--- src/rtl/image_sprite_writer.sv ---
// rtl/image_sprite_writer.sv - streams row-major palette pixels into an image BRAM, one write per accepted pixel
module image_sprite_writer #(
    parameter int WIDTH  = 256,
    parameter int HEIGHT = 256,
    localparam int AW    = (WIDTH * HEIGHT > 1) ? $clog2(WIDTH * HEIGHT) : 1
) (
    input  logic          pixel_clk_in,
    input  logic          rst_in,
    input  logic          start_in,
    input  logic          abort_in,
    input  logic [7:0]    data_in,
    input  logic          valid_in,
    output logic          ready_out,
    output logic [AW-1:0] addr_out,
    output logic [7:0]    wdata_out,
    output logic          we_out,
    output logic          busy_out,
    output logic          done_out
);

    localparam int XW = (WIDTH > 1) ? $clog2(WIDTH) : 1;
    localparam int YW = (HEIGHT > 1) ? $clog2(HEIGHT) : 1;
    localparam logic [XW-1:0] X_LAST = XW'(WIDTH - 1);
    localparam logic [YW-1:0] Y_LAST = YW'(HEIGHT - 1);

    typedef enum logic {
        IDLE = 1'b0,
        LOAD = 1'b1
    } state_t;

    state_t        state_q;
    state_t        state_d;
    logic [XW-1:0] x_q;
    logic [YW-1:0] y_q;
    logic [AW-1:0] pix_addr_q;
    logic          accept;
    logic          last_accept;
    logic          start_load;

    assign ready_out   = (state_q == LOAD);
    assign busy_out    = (state_q == LOAD);
    assign accept      = valid_in && (state_q == LOAD) && !abort_in;
    assign last_accept = accept && (x_q == X_LAST) && (y_q == Y_LAST);
    assign start_load  = (state_q == IDLE) && start_in;

    always_ff @(posedge pixel_clk_in or negedge rst_in) begin
        if (!rst_in) begin
            state_q <= IDLE;
        end else begin
            state_q <= state_d;
        end
    end

    always_comb begin
        state_d = state_q;
        case (state_q)
            IDLE: if (start_in) state_d = LOAD;
            LOAD: if (abort_in || last_accept) state_d = IDLE;
            default: state_d = IDLE;
        endcase
    end

    // pix_addr_q tracks y*WIDTH+x incrementally so no multiplier is needed
    always_ff @(posedge pixel_clk_in or negedge rst_in) begin
        if (!rst_in) begin
            x_q        <= '0;
            y_q        <= '0;
            pix_addr_q <= '0;
        end else if (start_load) begin
            x_q        <= '0;
            y_q        <= '0;
            pix_addr_q <= '0;
        end else if (accept) begin
            pix_addr_q <= pix_addr_q + AW'(1);
            if (x_q == X_LAST) begin
                x_q <= '0;
                y_q <= y_q + YW'(1);
            end else begin
                x_q <= x_q + XW'(1);
            end
        end
    end

    always_ff @(posedge pixel_clk_in or negedge rst_in) begin
        if (!rst_in) begin
            addr_out  <= '0;
            wdata_out <= '0;
            we_out    <= 1'b0;
            done_out  <= 1'b0;
        end else begin
            we_out   <= accept;
            done_out <= last_accept;
            if (accept) begin
                addr_out  <= pix_addr_q;
                wdata_out <= data_in;
            end
        end
    end

endmodule

--- config.mk ---
export PLATFORM = sky130hd
export DESIGN_NAME = image_sprite_writer
export DESIGN_NICKNAME = d
export VERILOG_FILES = /design/src/rtl/image_sprite_writer.sv
export SDC_FILE = /design/constraint.sdc
export NUM_CORES = 1
export LEC_CHECK = 0
export CORE_MARGIN = 2
export CORE_UTILIZATION = 48
export DETAILED_ROUTE_END_ITERATION = 6
export GPL_ROUTABILITY_DRIVEN = 0
export HOLD_SLACK_MARGIN = 0.02
export PLACE_DENSITY = 0.75
export SETUP_SLACK_MARGIN = 0.4
export SKIP_CTS_REPAIR_TIMING = 1
export SKIP_LAST_GASP = 1
export SYNTH_ARGS = -nofsm -noshare
export SYNTH_HDL_FRONTEND = slang
export SYNTH_SLANG_ARGS = --single-unit
--- constraint.sdc ---
create_clock -name pixel_clk_in -period 2 [get_ports pixel_clk_in]
set_clock_uncertainty 0.2 [all_clocks]
set_input_delay 0.3 -clock pixel_clk_in [delete_from_list [all_inputs] [get_ports pixel_clk_in]]
set_output_delay 0.3 -clock pixel_clk_in [all_outputs]
set_load 0.005 [all_outputs]
After elaboration in Yosys (flattened, before gate mapping)
Index checks and enable logic that the tools add are counted.

Register bits after elaboration: 59. Bits of input ports: 13. Output and inout port bits: 28. Logic and storage cells: 35.

Add/subtract/negate cells: 3. Eq/ne operators: 2. Multiplexer cells: 11. Bitwise logic cells: 1. Reduce and logical (&&, ||, !) cells: 10.

Operators by type and width (count): 2-to-1 mux 8 bit (6); 2-to-1 mux 16 bit (2); adder 16 x 1 -> 16 bit (second input constant) (1); adder 8 x 1 -> 8 bit (second input constant) (2); equality test 8 bit (second input constant) (2); logical AND 1 bit (5); nonzero test 2 bit (2); 2-to-1 mux 1 bit (2); case mux 1 bit (2 select lines) (1); AND reduction 2 bit (1); zero test 1 bit (1); logical OR 1 bit (1); inverter 1 bit (1).

Depth between registers and ports, before layout
Depth in word-level cells: 7. Mapped depth: 6. Gate-level depth less buffers: 5.

Worst setup path after synthesis
OpenSTA, ideal clock, no wires.

Path type: register to register. Start point: reg state_q, in the netlist busy_out. End point: reg pix_addr_q[12]. Library setup time: 0.078 ns. Arrival time: 1.718 ns. Data required time: 1.722 ns. Setup slack: 0.004 ns. Stages on the path, launching flop included: 6. Path buffers: 1. Period minus slack after synthesis: 1.996 ns. Path through: dfrtp_1 nand4b_4 or4_1 clkbuf_2 or3_1 a21oi_1.

Longest elaborated chain between the ends: 3. Elaborated cells on any way between the ends: 6. Classes of those cells: mux (1); bitwise (1); reduce/logical (4).

RTL lines: from (decl) (line 31) `state_t state_q;`; from (signal assigned) (line 50) `state_q <= state_d;`; logical AND 1 bit or inverter 1 bit (tied branches) (line 42, 44); logical AND 1 bit, on equally long branches (line 42, 44); nonzero test 2 bit (no source line) or 2-to-1 mux 16 bit (tied branches); to (signal assigned) (line 74) `pix_addr_q <= pix_addr_q + AW'(1);`; to (decl) (line 35) `logic [AW-1:0] pix_addr_q;`.

Parallel ways exist; a longest one is shown, timed or not. A chain may end at the register's enable or synchronous reset.

Final worst setup path
Start point: reg pix_addr_q[6]. End point: reg pix_addr_q[15].

Longest elaborated chain between the ends: 3.

RTL lines: adder 16 x 1 -> 16 bit (line 74); 2-to-1 mux 16 bit (line 73) `end else if (accept) begin`; 2-to-1 mux 16 bit (line 69) `end else if (start_load) begin`.

No other way between the ends. The select of a mux whose other input is x is not followed.

==> impl_metrics.env <==
export IMPL_hpwlAfterDp_microns=3760
export IMPL_tightest_slew_ps=317
export IMPL_vias_per_cell=5.27
export IMPL_clkLatencyLatePin_ps=350
export IMPL_cpPeakStageDelay_ps=600
export IMPL_final_core_util_pct=76.7
export IMPL_via_count=2328
export IMPL_p_per_area_nw_per_um2=722
export IMPL_cp_start_kind="flop"
export IMPL_grt_pass1_wl_microns=9340
export IMPL_netlist_top_cells_area="dfrtp_1 (57%), nand2_1 (13%), xnor2_1 (3.0%)"
export IMPL_hold_viol_final=0
export IMPL_drv_cap=0
export IMPL_yosysUniqueCellTypes=33
export IMPL_status="completed"
export IMPL_async_reset_ff_share_pct=100
export IMPL_cts_root_buffer="clkbuf_8"
export IMPL_place_inst=407
export IMPL_total_power_mw=2.87
export IMPL_finalMaxSlewViolations=0
export IMPL_cts_buffer_depth=2
export IMPL_grt_overflow_total=0
export IMPL_setup_tns_ps=0
export IMPL_placed_cell_area_sq_um=3300
export IMPL_htree_levels=3
export IMPL_syn_mean_instance_area_sq_um=9.32
export IMPL_leakagePower_nw=2.35
export IMPL_yosys_cell_count_top_type="nand2_1"
export IMPL_rsz0062_at_grt="true"
export IMPL_setup_viol=0
export IMPL_synth_top_area_cell="dfrtp_1"
export IMPL_syn_area_sq_um=2610
export IMPL_p_int_mw=2.16
export IMPL_antenna_cells=0
export IMPL_max_slew_margin_pct=78.9
export IMPL_worstPathMaxFanout=4
export IMPL_finish_instance_area_sq_um=3970
export IMPL_final_layout_size_suffix_gt1_share_pct=26.6
export IMPL_end_kind="flop"
export IMPL_r2r_setup_slack_ps=70
export IMPL_wire_per_inst_microns=14.9
export IMPL_antenna_found_initial=0
export IMPL_grt_util_met1_pct=24.4
export IMPL_portBuffers=40
export IMPL_required_ps=2080
export IMPL_fin_cells=442
export IMPL_wl_microns=6580
export IMPL_die_w_microns=77.7
export IMPL_drt_iter0_drc=194
export IMPL_synth_edf_count=0
export IMPL_syn_nets=296
export IMPL_p_sw_mw=0.709
export IMPL_clock_sinks=59
export IMPL_timing_final_crit_share_pct=96.7
export IMPL_use_met2_pct=33.2
export IMPL_crit_arrival_ps=2010
export IMPL_seqPwrFrac_pct=45.7
export IMPL_ys_ff_latch=59
export IMPL_ios=41
export IMPL_initial_core_util_pct=50.5
export IMPL_dieArea_sq_um=6040
export IMPL_cts_tree="done"
export IMPL_core_area_sq_um=5170
export IMPL_cts_made_buffers=9
export IMPL_synthTopCellsByCount="nand2_1 (88), dfrtp_1 (59), nor2_1 (16)"
export IMPL_busiest_layer="met2"
export IMPL_n_fill_cell=332
export IMPL_clk_pin_slew_ps=70
export IMPL_globalRouteTotalUtil_pct=19.9
export IMPL_clkPwrFrac_pct=40.3
export IMPL_rows=26
export IMPL_crit_slowest_cell="or4_4"
export IMPL_drtAntennaViolNets=0
export IMPL_die_h_microns=77.7
export IMPL_yosysWarnings=0
export IMPL_holdWs_ps=118
export IMPL_grt_pass1_vias=2103
export IMPL_crit_type="reg2reg"
export IMPL_p_comb_share_pct=14.0
export IMPL_grt_met3_usage_pct=5.23
export IMPL_yosysTopAreaCellShare_pct=56.6
export IMPL_fmax_mhz=517
export IMPL_nets=383
export IMPL_swShare_pct=24.8
export IMPL_grt_start_max_net_pins=60
export IMPL_syn_to_final_growth_pct=52.0
export IMPL_worstPathCellList="nand4_1, or4_4, or3_1, a21oi_2"
export IMPL_ir_drop_mv=0.477
export IMPL_ys_flop_type="dfrtp_1"
export IMPL_dp_worst_setup_slack_ps=-297
export IMPL_fin_crit_ps=1930
export IMPL_postSynthCellCount=280
export IMPL_drc=0
export IMPL_synth_seq_area_share_pct=56.6
export IMPL_hp_class="in2reg"
export IMPL_dr_pass1_iters=4
export IMPL_setup_slack_ps=65.9
-- cell families (layout without fill, tap and decap cells) --
group | after synthesis | after routing | share of synthesized area [%]
simple gates | 153 | 153 | 27.0
flops | 59 | 59 | 56.6
compound gates | 31 | 31 | 6.81
buf+inv | 18 | 110 | 2.78
xor+xnor | 15 | 15 | 5.03
fa+ha+maj | 3 | 3 | 1.44
mux | 1 | 1 | 0.384
-- registers in the layout, indices dropped and copies added (netlist names) --
name        cells
pix_addr_q     16
x_q             8
busy_out        1
done_out        1
wdata_out       8
we_out          1
y_q             8
addr_out       16
-- final timing paths --
check,endpoint,from,depth (start not counted)
max,pix_addr_q[15]$_DFFE_PN0P_,pix_addr_q[6]$_DFFE_PN0P_,4
max reg2reg,pix_addr_q[15]$_DFFE_PN0P_,pix_addr_q[6]$_DFFE_PN0P_,4
min in group asynchronous,y_q[2]$_DFFE_PN0P_,rst_in,3
min,busy_out$_DFF_PN0_,abort_in,3
min reg2reg,wdata_out[1]$_DFFE_PN0P_,wdata_out[1]$_DFFE_PN0P_,2
max in group asynchronous,pix_addr_q[2]$_DFFE_PN0P_,rst_in,3
-- power by group through the flow --
stage | registers, mW | clock network [mW] | logic, mW
final | 1.31 | 1.15 | 0.400
after global routing | 1.32 | 1.21 | 0.445
after CTS | 1.31 | 1.17 | 0.365
after detailed placement | 1.33 | 0 | 0.363
after global placement | 1.33 | 0 | 0.355
after floorplan | 1.34 | 0 | 0.119
-- layout by cell type (no fill, tap or decap), drive strengths merged, types with 2 or more instances in the layout --
| cell | instances |
|---|---|
| clkbuf | 12 |
| nor2 | 16 |
| nor3 | 7 |
| o21ai | 14 |
| nor4 | 5 |
| a21oi | 9 |
| ha | 3 |
| nand4 | 7 |
| nand2 | 88 |
| nand4b | 2 |
| and3 | 5 |
| inv | 5 |
| dfrtp | 59 |
| nand3 | 9 |
| xor2 | 6 |
| or4 | 2 |
| clkinv | 2 |
| dlymetal6s2s | 30 |
| a31o | 2 |
| clkdlybuf4s50 | 9 |
| o211ai | 2 |
| or3 | 7 |
| xnor2 | 9 |
| nand2b | 3 |
| buf | 49 |
-- layer usage --
layer  up-vias  wire length [microns]
met3        13                    313
met5         -                      0
met2        58                   3430
li1       1106                      -
met4         0                    138
met1      1151                   2700
-- critical path, delay by kind of cell, from the launching register on --
kind / cells / cell delay, ps
AOI/OAI and AO/OA: 1 / 130
and+or+nand+nor: 3 / 1160
DFF: 1 / 390
-- cell type report --
cell class | instances | area, sq um | share of cell area [%]
Clock buffer | 12 | 165 | 4.16
Clock inverter | 4 | 47.5 | 1.20
Inverter | 5 | 18.8 | 0.473
Multi-Input combinational cell | 203 | 1250 | 31.5
Sequential cell | 59 | 1480 | 37.3
Tap cell | 70 | 87.6 | 2.21
Timing Repair Buffer | 89 | 917 | 23.1
Power figures use the tool's default switching activity.
